--- src/rtl/dcache_miss_ctrl_if.sv ---
// Bundle of the CPU, cache-SRAM and data-memory signals seen by dcache_miss_ctrl.
// The controller is the initiator towards the SRAM and memory, so it takes the
// master modport; the slave modport is the CPU/SRAM/memory environment.
interface dcache_miss_ctrl_if;
  // CPU memory stage
  logic         cpu_req_i;
  logic         cpu_we_i;
  logic [31:0]  cpu_addr_i;
  logic [31:0]  cpu_data_i;
  logic [31:0]  cpu_data_o;
  logic         cpu_stall_o;
  // Cache SRAM port
  logic [3:0]   sram_addr_o;
  logic [24:0]  sram_tag_o;
  logic [255:0] sram_data_o;
  logic         sram_enable_o;
  logic         sram_write_o;
  logic [24:0]  sram_tag_i;
  logic [255:0] sram_data_i;
  logic         sram_hit_i;
  // Data memory handshake
  logic         mem_enable_o;
  logic         mem_write_o;
  logic [31:0]  mem_addr_o;
  logic [255:0] mem_data_o;
  logic [255:0] mem_data_i;
  logic         mem_ack_i;

  modport master (
    input  cpu_req_i, cpu_we_i, cpu_addr_i, cpu_data_i,
    output cpu_data_o, cpu_stall_o,
    output sram_addr_o, sram_tag_o, sram_data_o, sram_enable_o, sram_write_o,
    input  sram_tag_i, sram_data_i, sram_hit_i,
    output mem_enable_o, mem_write_o, mem_addr_o, mem_data_o,
    input  mem_data_i, mem_ack_i
  );

  modport slave (
    output cpu_req_i, cpu_we_i, cpu_addr_i, cpu_data_i,
    input  cpu_data_o, cpu_stall_o,
    input  sram_addr_o, sram_tag_o, sram_data_o, sram_enable_o, sram_write_o,
    output sram_tag_i, sram_data_i, sram_hit_i,
    input  mem_enable_o, mem_write_o, mem_addr_o, mem_data_o,
    output mem_data_i, mem_ack_i
  );
endinterface

--- src/rtl/dcache_miss_ctrl.sv ---
// Data-cache miss controller: probes the 2-way SRAM for CPU loads/stores, merges
// store words on hits, and on a miss writes back a dirty victim then refills the
// line from the 256-bit memory. Geometry: 16 sets, 256-bit lines, 23-bit tag.
// Optional event counters are built when DCACHE_PERF_CNT_EN is defined.
module dcache_miss_ctrl (
  input  logic                clk_i,
  input  logic                rst_i,  // synchronous, active low
  dcache_miss_ctrl_if.master  bus,
  output logic [31:0]         perf_hit_o,
  output logic [31:0]         perf_miss_o,
  output logic [31:0]         perf_wb_o
);

  typedef enum logic [2:0] {StIdle, StMiss, StWback, StRefill, StUpdate} state_e;

  state_e        state_q, state_d;
  logic [24:0]   victim_tag_q, victim_tag_d;
  // Holds the victim line until writeback, then the refill line until UPDATE.
  logic [255:0]  line_q, line_d;
  logic [22:0]   req_tag_q, req_tag_d;
  logic [3:0]    req_idx_q, req_idx_d;

  logic [7:0]    word_lsb;
  logic [255:0]  merged_line;
  logic          hit_ev, miss_ev, wb_ev;

  assign word_lsb = {bus.cpu_addr_i[4:2], 5'b0};

  // Hit line with the addressed word replaced by the store data.
  always_comb begin
    merged_line = bus.sram_data_i;
    merged_line[word_lsb +: 32] = bus.cpu_data_i;
  end

  // Next-state, latch updates and all bus outputs.
  always_comb begin
    state_d      = state_q;
    victim_tag_d = victim_tag_q;
    line_d       = line_q;
    req_tag_d    = req_tag_q;
    req_idx_d    = req_idx_q;
    hit_ev       = 1'b0;
    miss_ev      = 1'b0;
    wb_ev        = 1'b0;

    bus.cpu_data_o    = 32'h0;
    bus.cpu_stall_o   = 1'b0;
    bus.sram_addr_o   = 4'h0;
    bus.sram_tag_o    = 25'h0;
    bus.sram_data_o   = 256'h0;
    bus.sram_enable_o = 1'b0;
    bus.sram_write_o  = 1'b0;
    bus.mem_enable_o  = 1'b0;
    bus.mem_write_o   = 1'b0;
    bus.mem_addr_o    = 32'h0;
    bus.mem_data_o    = 256'h0;

    unique case (state_q)
      StIdle: begin
        bus.sram_enable_o = bus.cpu_req_i;
        if (bus.cpu_req_i) begin
          bus.sram_addr_o = bus.cpu_addr_i[8:5];
          bus.sram_tag_o  = {1'b1, bus.cpu_we_i, bus.cpu_addr_i[31:9]};
          if (bus.sram_hit_i) begin
            hit_ev = 1'b1;
            if (bus.cpu_we_i) begin
              bus.sram_write_o = 1'b1;
              bus.sram_data_o  = merged_line;
            end else begin
              bus.cpu_data_o = bus.sram_data_i[word_lsb +: 32];
            end
          end else begin
            // sram_tag_i/sram_data_i carry the replacement candidate on a miss.
            bus.cpu_stall_o = 1'b1;
            miss_ev         = 1'b1;
            victim_tag_d    = bus.sram_tag_i;
            line_d          = bus.sram_data_i;
            req_tag_d       = bus.cpu_addr_i[31:9];
            req_idx_d       = bus.cpu_addr_i[8:5];
            state_d         = StMiss;
          end
        end
      end

      StMiss: begin
        bus.cpu_stall_o = 1'b1;
        state_d = (victim_tag_q[24] && victim_tag_q[23]) ? StWback : StRefill;
      end

      StWback: begin
        bus.cpu_stall_o  = 1'b1;
        bus.mem_enable_o = 1'b1;
        bus.mem_write_o  = 1'b1;
        bus.mem_addr_o   = {victim_tag_q[22:0], req_idx_q, 5'b0};
        bus.mem_data_o   = line_q;
        if (bus.mem_ack_i) begin
          wb_ev   = 1'b1;
          state_d = StRefill;
        end
      end

      StRefill: begin
        bus.cpu_stall_o  = 1'b1;
        bus.mem_enable_o = 1'b1;
        bus.mem_addr_o   = {req_tag_q, req_idx_q, 5'b0};
        if (bus.mem_ack_i) begin
          line_d  = bus.mem_data_i;
          state_d = StUpdate;
        end
      end

      StUpdate: begin
        // Install the clean line; the held request re-probes and hits next cycle.
        bus.cpu_stall_o   = 1'b1;
        bus.sram_enable_o = 1'b1;
        bus.sram_write_o  = 1'b1;
        bus.sram_addr_o   = req_idx_q;
        bus.sram_tag_o    = {2'b10, req_tag_q};
        bus.sram_data_o   = line_q;
        state_d           = StIdle;
      end

      default: state_d = StIdle;
    endcase
  end

  // State and latched-request registers with synchronous active-low reset.
  always_ff @(posedge clk_i) begin
    if (!rst_i) begin
      state_q      <= StIdle;
      victim_tag_q <= 25'h0;
      line_q       <= 256'h0;
      req_tag_q    <= 23'h0;
      req_idx_q    <= 4'h0;
    end else begin
      state_q      <= state_d;
      victim_tag_q <= victim_tag_d;
      line_q       <= line_d;
      req_tag_q    <= req_tag_d;
      req_idx_q    <= req_idx_d;
    end
  end

`ifdef DCACHE_PERF_CNT_EN
  logic [31:0] perf_hit_q, perf_hit_d;
  logic [31:0] perf_miss_q, perf_miss_d;
  logic [31:0] perf_wb_q, perf_wb_d;

  // Event counters; wrap from all-ones to zero.
  always_comb begin
    perf_hit_d  = perf_hit_q + {31'b0, hit_ev};
    perf_miss_d = perf_miss_q + {31'b0, miss_ev};
    perf_wb_d   = perf_wb_q + {31'b0, wb_ev};
  end

  // Counter registers, cleared by reset.
  always_ff @(posedge clk_i) begin
    if (!rst_i) begin
      perf_hit_q  <= 32'h0;
      perf_miss_q <= 32'h0;
      perf_wb_q   <= 32'h0;
    end else begin
      perf_hit_q  <= perf_hit_d;
      perf_miss_q <= perf_miss_d;
      perf_wb_q   <= perf_wb_d;
    end
  end

  assign perf_hit_o  = perf_hit_q;
  assign perf_miss_o = perf_miss_q;
  assign perf_wb_o   = perf_wb_q;
`else
  logic unused_ev;
  assign unused_ev   = hit_ev ^ miss_ev ^ wb_ev;
  assign perf_hit_o  = 32'h0;
  assign perf_miss_o = 32'h0;
  assign perf_wb_o   = 32'h0;
`endif

endmodule

--- src/flat_wrapper.sv ---
// flat-port wrapper written by rule: the top's interface ports become plain ports
module dcache_miss_ctrl_flat 
  (clk_i, rst_i, perf_hit_o, perf_miss_o, perf_wb_o, bus_cpu_req_i, bus_cpu_we_i, bus_cpu_addr_i, bus_cpu_data_i, bus_cpu_data_o, bus_cpu_stall_o, bus_sram_addr_o, bus_sram_tag_o, bus_sram_data_o, bus_sram_enable_o, bus_sram_write_o, bus_sram_tag_i, bus_sram_data_i, bus_sram_hit_i, bus_mem_enable_o, bus_mem_write_o, bus_mem_addr_o, bus_mem_data_o, bus_mem_data_i, bus_mem_ack_i);
  dcache_miss_ctrl_if bus_i ();
  input  logic clk_i;
  input  logic rst_i;
  output logic [31:0] perf_hit_o;
  output logic [31:0] perf_miss_o;
  output logic [31:0] perf_wb_o;
  input wire logic [$bits(bus_i.cpu_req_i)-1:0] bus_cpu_req_i;
  input wire logic [$bits(bus_i.cpu_we_i)-1:0] bus_cpu_we_i;
  input wire logic [$bits(bus_i.cpu_addr_i)-1:0] bus_cpu_addr_i;
  input wire logic [$bits(bus_i.cpu_data_i)-1:0] bus_cpu_data_i;
  output wire logic [$bits(bus_i.cpu_data_o)-1:0] bus_cpu_data_o;
  output wire logic [$bits(bus_i.cpu_stall_o)-1:0] bus_cpu_stall_o;
  output wire logic [$bits(bus_i.sram_addr_o)-1:0] bus_sram_addr_o;
  output wire logic [$bits(bus_i.sram_tag_o)-1:0] bus_sram_tag_o;
  output wire logic [$bits(bus_i.sram_data_o)-1:0] bus_sram_data_o;
  output wire logic [$bits(bus_i.sram_enable_o)-1:0] bus_sram_enable_o;
  output wire logic [$bits(bus_i.sram_write_o)-1:0] bus_sram_write_o;
  input wire logic [$bits(bus_i.sram_tag_i)-1:0] bus_sram_tag_i;
  input wire logic [$bits(bus_i.sram_data_i)-1:0] bus_sram_data_i;
  input wire logic [$bits(bus_i.sram_hit_i)-1:0] bus_sram_hit_i;
  output wire logic [$bits(bus_i.mem_enable_o)-1:0] bus_mem_enable_o;
  output wire logic [$bits(bus_i.mem_write_o)-1:0] bus_mem_write_o;
  output wire logic [$bits(bus_i.mem_addr_o)-1:0] bus_mem_addr_o;
  output wire logic [$bits(bus_i.mem_data_o)-1:0] bus_mem_data_o;
  input wire logic [$bits(bus_i.mem_data_i)-1:0] bus_mem_data_i;
  input wire logic [$bits(bus_i.mem_ack_i)-1:0] bus_mem_ack_i;
  assign bus_i.cpu_req_i = bus_cpu_req_i;
  assign bus_i.cpu_we_i = bus_cpu_we_i;
  assign bus_i.cpu_addr_i = bus_cpu_addr_i;
  assign bus_i.cpu_data_i = bus_cpu_data_i;
  assign bus_cpu_data_o = bus_i.cpu_data_o;
  assign bus_cpu_stall_o = bus_i.cpu_stall_o;
  assign bus_sram_addr_o = bus_i.sram_addr_o;
  assign bus_sram_tag_o = bus_i.sram_tag_o;
  assign bus_sram_data_o = bus_i.sram_data_o;
  assign bus_sram_enable_o = bus_i.sram_enable_o;
  assign bus_sram_write_o = bus_i.sram_write_o;
  assign bus_i.sram_tag_i = bus_sram_tag_i;
  assign bus_i.sram_data_i = bus_sram_data_i;
  assign bus_i.sram_hit_i = bus_sram_hit_i;
  assign bus_mem_enable_o = bus_i.mem_enable_o;
  assign bus_mem_write_o = bus_i.mem_write_o;
  assign bus_mem_addr_o = bus_i.mem_addr_o;
  assign bus_mem_data_o = bus_i.mem_data_o;
  assign bus_i.mem_data_i = bus_mem_data_i;
  assign bus_i.mem_ack_i = bus_mem_ack_i;
  dcache_miss_ctrl u_core (.clk_i(clk_i), .rst_i(rst_i), .bus(bus_i), .perf_hit_o(perf_hit_o), .perf_miss_o(perf_miss_o), .perf_wb_o(perf_wb_o));
endmodule
--- config.mk ---
export PLATFORM = sky130hd
export DESIGN_NAME = dcache_miss_ctrl_flat
export DESIGN_NICKNAME = d
export VERILOG_FILES = /design/src/rtl/dcache_miss_ctrl_if.sv /design/src/rtl/dcache_miss_ctrl.sv /design/src/flat_wrapper.sv
export SDC_FILE = /design/constraint.sdc
export NUM_CORES = 2
export LEC_CHECK = 0
export CORE_AREA = 3 3 509 511
export CTS_CLUSTER_DIAMETER = 80
export DETAILED_ROUTE_END_ITERATION = 6
export DIE_AREA = 0 0 512 514
export GPL_ROUTABILITY_DRIVEN = 0
export PLACE_DENSITY = 0.3
export SLEW_MARGIN = 10
export SYNTH_ARGS = -nofsm -noshare
export SYNTH_HDL_FRONTEND = slang
export SYNTH_SLANG_ARGS = --single-unit
--- constraint.sdc ---
create_clock -name clk_i -period 12.2 [get_ports clk_i]
set_input_delay 1.83 -clock clk_i [delete_from_list [all_inputs] [get_ports clk_i]]
set_output_delay 1.83 -clock clk_i [all_outputs]
set_load 0.02 [all_outputs]
==> out/qor.yml <==
status:
  run_status: "finished, violations left"
  failed_checks: "design-rule violations"
logic_synthesis:
  ys_seq_area_share_pct: 26.6
  async_flop_share_pct: 0
  syn-cell-area_um2: 23400
  synthDistinctLibCells: 54
  postSynthRegisterBits: 311
  yosysTopAreaCell: "sky130_fd_sc_hd__dfxtp_1"
  post_synth_inst_count: 3309
  post_synth.cell_area_avg_um2: 7.08
  synth_edf_count: 0
  synthFlopType: "sky130_fd_sc_hd__dfxtp_1"
  post-synth-top-area-fraction_pct: 26.6
  syn_warnings: 0
  synth.top_cells.by_area: "sky130_fd_sc_hd__dfxtp_1 (27%), sky130_fd_sc_hd__nand2_1 (13%), sky130_fd_sc_hd__and2_1 (7.6%)"
pwr:
  internal-power_uw: 2780
  maximum_ir_drop_on_the_vdd_rail_mv: 0.0894
  switching_power_share_of_the_total_pct: 39.9
  p_comb_share_pct: 31.5
  sequentialPowerShare_pct: 26.6
  power.static_leakage_uw: 0.0141
  p_per_area_nw_per_um2: 113
  switchingPower_uw: 1850
  clock_power_share_pct: 41.9
timing:
  min_period_over_period_pct: 67.2
  max_freq_mhz: 122
  worst-slew-pin-transition_ps: 1180
  grt_setup_unrepaired: "false"
  timing.final.setup_violations: 0
  clock_skew_ps: 34.1
  post-route-min-period_ps: 8200
  timing.max_slew.rel_slack_pct: 20.7
  tns_ps: 0
  drv_slew: 0
  final_hold_viol_count: 0
  fin_hold_ws_ps: 451
global_routing:
  globalRouteTotalUtil_pct: 21.9
  global_route_wire_length_before_repair_mm: 375
  pin_count_of_the_biggest_net_entering_global_routing: 201
  vias_in_the_first_global_route: 31266
  grt_overflow: 0
  initial_antenna_violation_count: 93
cells_and_area:
  flow.area_growth_from_synthesis_pct: 74.9
  number_of_nets_at_the_end_of_the_flow: 4930
  layout-drive-gt1-share_pct: 7.22
  layout.cells.non_filler: 7760
  nFillCells: 29036
min_path:
  worstHoldStart: "u_core.victim_tag_q[19]"
  hold_path_end: "u_core.victim_tag_q[19]"
  whs_path_depth: 2
  worstHoldPathType: "flip-flop to flip-flop"
worst_setup_path:
  timing.critical_path.required_ps: 10370
  critical_path.reg2reg.startpoint: "u_core.state_q[2]"
  timing.critical_path.arrival_ps: 6370
  worst_setup_path_end_kind: "output port"
  reg2reg_slack_ps: 6890
  worst_r2r_endpoint: "u_core.line_q[221]"
  worstRegToRegCells: 9
  timing_worst_setup_path_type: "input pin to output port"
  path_max_fanout: 21
  critPathLaunchType: "input pin"
clock_tree:
  clk-insertion-delay-late_ps: 690
  clock_tree.buffer_depth: 3
  tritoncts.num_buffers: 66
  cts.repair_timing.setup_buffer_count: 0
  cts-hold-fix-buffers: 0
  number_of_gates_resized_after_cts: 0
  htreeDepth: 3
  numClockSinks: 311
  tritoncts: "done"
  clk_pin_slew_worst_paths_ps: 60
  cts-root-buf: "sky130_fd_sc_hd__clkbuf_16"
placed_design:
  placement.io_buffers: 1209
  dp.final_hpwl_mm: 235
  placed_cells_incl_taps: 7615
floorplanning:
  core_area_um2: 254000
  num_rows: 185
  die_area_um2: 263000
  die-height_um: 514
  die_x_um: 512
  io_pins: 1313
  initial_utilization_pct: 9.21
route:
  detail_route.vias_per_cell: 4.13
  num_vias: 32073
  route.antenna.remaining_nets: 0
  drc: 7
  drt_first_iter_violations: 3122
  drt_pass1_iterations: 7
  routedWlPerCell_um: 38.9
  wl_mm: 302
job:
  cap_viol_max_count: 0
[power by group through the flow]
stage | logic, uW | registers (uW) | clock network [uW]
finish | 1460 | 1230 | 1940
global route | 1540 | 1240 | 2030
CTS | 1490 | 1230 | 2020
detailed placement | 1480 | 1250 | 0
global placement | 1490 | 1250 | 0
floorplan | 612 | 1200 | 0
[placed cells by master, fill, tap and decap left out, types with 4 or more instances in the layout]
cell type,count
sky130_fd_sc_hd__a31oi_1,257
sky130_fd_sc_hd__nor2_1,95
sky130_fd_sc_hd__a211oi_1,52
sky130_fd_sc_hd__buf_2,11
sky130_fd_sc_hd__a21oi_1,131
sky130_fd_sc_hd__clkbuf_8,13
sky130_fd_sc_hd__clkinv_2,4
sky130_fd_sc_hd__a22oi_1,170
sky130_fd_sc_hd__a211oi_4,5
sky130_fd_sc_hd__nor3_1,51
sky130_fd_sc_hd__mux2i_1,24
sky130_fd_sc_hd__clkbuf_16,66
sky130_fd_sc_hd__a32oi_1,4
sky130_fd_sc_hd__nor2b_1,14
sky130_fd_sc_hd__a21boi_1,50
sky130_fd_sc_hd__inv_6,5
sky130_fd_sc_hd__clkbuf_1,13
sky130_fd_sc_hd__a22o_1,32
sky130_fd_sc_hd__diode_2,29
sky130_fd_sc_hd__nand2_1,830
sky130_fd_sc_hd__clkdlybuf4s50_1,1195
sky130_fd_sc_hd__dfxtp_1,309
sky130_fd_sc_hd__o21ai_0,302
sky130_fd_sc_hd__ha_1,6
sky130_fd_sc_hd__conb_1,101
sky130_fd_sc_hd__bufinv_16,4
sky130_fd_sc_hd__a222oi_1,50
sky130_fd_sc_hd__buf_4,91
sky130_fd_sc_hd__clkinvlp_4,5
sky130_fd_sc_hd__and2_1,282
sky130_fd_sc_hd__inv_1,10
sky130_fd_sc_hd__a221o_1,32
sky130_fd_sc_hd__nand2b_1,14
sky130_fd_sc_hd__mux4_2,64
sky130_fd_sc_hd__o21ai_1,12
sky130_fd_sc_hd__clkinv_4,4
sky130_fd_sc_hd__buf_12,7
[worst max-delay path: stages]
cell	delay [ps]
sky130_fd_sc_hd__clkdlybuf4s50_1	750
sky130_fd_sc_hd__inv_1	190
sky130_fd_sc_hd__ha_1	540
sky130_fd_sc_hd__nor2b_1	410
sky130_fd_sc_hd__nor4b_2	280
sky130_fd_sc_hd__buf_4	410
sky130_fd_sc_hd__a222oi_1	140
sky130_fd_sc_hd__nor3_1	980
sky130_fd_sc_hd__clkdlybuf4s50_1	800
[cells by family after synthesis]
logic type	synth area share (%)
compound gates	30.7
fa+ha+maj	0.320
buf+inv	9.96
flops	26.6
mux	7.18
other cells	0.0160
simple gates	25.3
[sequential cells by signal, summed over array words and instances, names as in the netlist]
signal and count:
u_core.victim_tag_q 25, u_core.line_q 256, u_core.state_q 3, u_core.req_idx_q 4, u_core.req_tag_q 23
[metrics by stage]
step | worst slack, ps | total power [uW] | utilization [%] | instance area, um2
after floorplan | 5330 | 1810 | - | 23800
after global placement | 3890 | 2730 | 15.2 | 38700
after detailed placement | 3980 | 2730 | 15.2 | 38700
after CTS | 3970 | 4740 | 16.1 | 40900
after global routing | 3730 | 4810 | 16.1 | 40900
final | 4000 | 4630 | 16.1 | 41000
[cell usage after synthesis (all sizes together), types with 2 or more instances]
master	number
a32oi	4
and3	3
a222oi	50
nor4b	2
or4	3
a22oi	170
mux2i	24
a22o	32
a21oi	131
nor4	6
buf	212
dfxtp	311
nor2b	14
a221o	32
and2	284
a211oi	57
ha	6
nor3	53
nor3b	2
nor2	98
inv	10
mux4	64
a31oi	257
clkbuf	254
nand2	833
o21ai	314
or3	2
a21boi	52
o31a	2
nand2b	15
[cell type report]
type / count / area (um2) / share of cell area (%)
antenna: 29 / 72.6 / 0.177
clock buffer: 92 / 1880 / 4.59
clock inverter: 24 / 293 / 0.714
inverter: 10 / 37.5 / 0.0916
multi-input combinational: 2622 / 15400 / 37.6
sequential: 311 / 6230 / 15.2
tap: 3366 / 4210 / 10.3
timing repair buffer: 1306 / 12900 / 31.4
[layer usage]
metal | up-vias | global-route usage, % | wire length, um
li1 | 13684 | - | -
met1 | 16205 | 25.2 | 118000
met2 | 1826 | 37.5 | 145000
met3 | 324 | 7.02 | 25500
met4 | 34 | 8.63 | 13100
met5 | - | 0 | 222
[worst max-delay path by stage]
stage / endpoint / start / slack, ps
after floorplan: bus_sram_data_o[209] / bus_cpu_addr_i[2] / 5330
after global placement: bus_sram_data_o[198] / bus_cpu_addr_i[4] / 3890
after detailed placement: bus_sram_data_o[243] / bus_cpu_req_i / 3980
after CTS: bus_sram_data_o[198] / bus_cpu_addr_i[4] / 3970
after global routing: bus_sram_data_o[198] / bus_cpu_addr_i[4] / 3730
final: bus_sram_data_o[198] / bus_cpu_addr_i[4] / 4000
(Power assumes the default switching activity.)
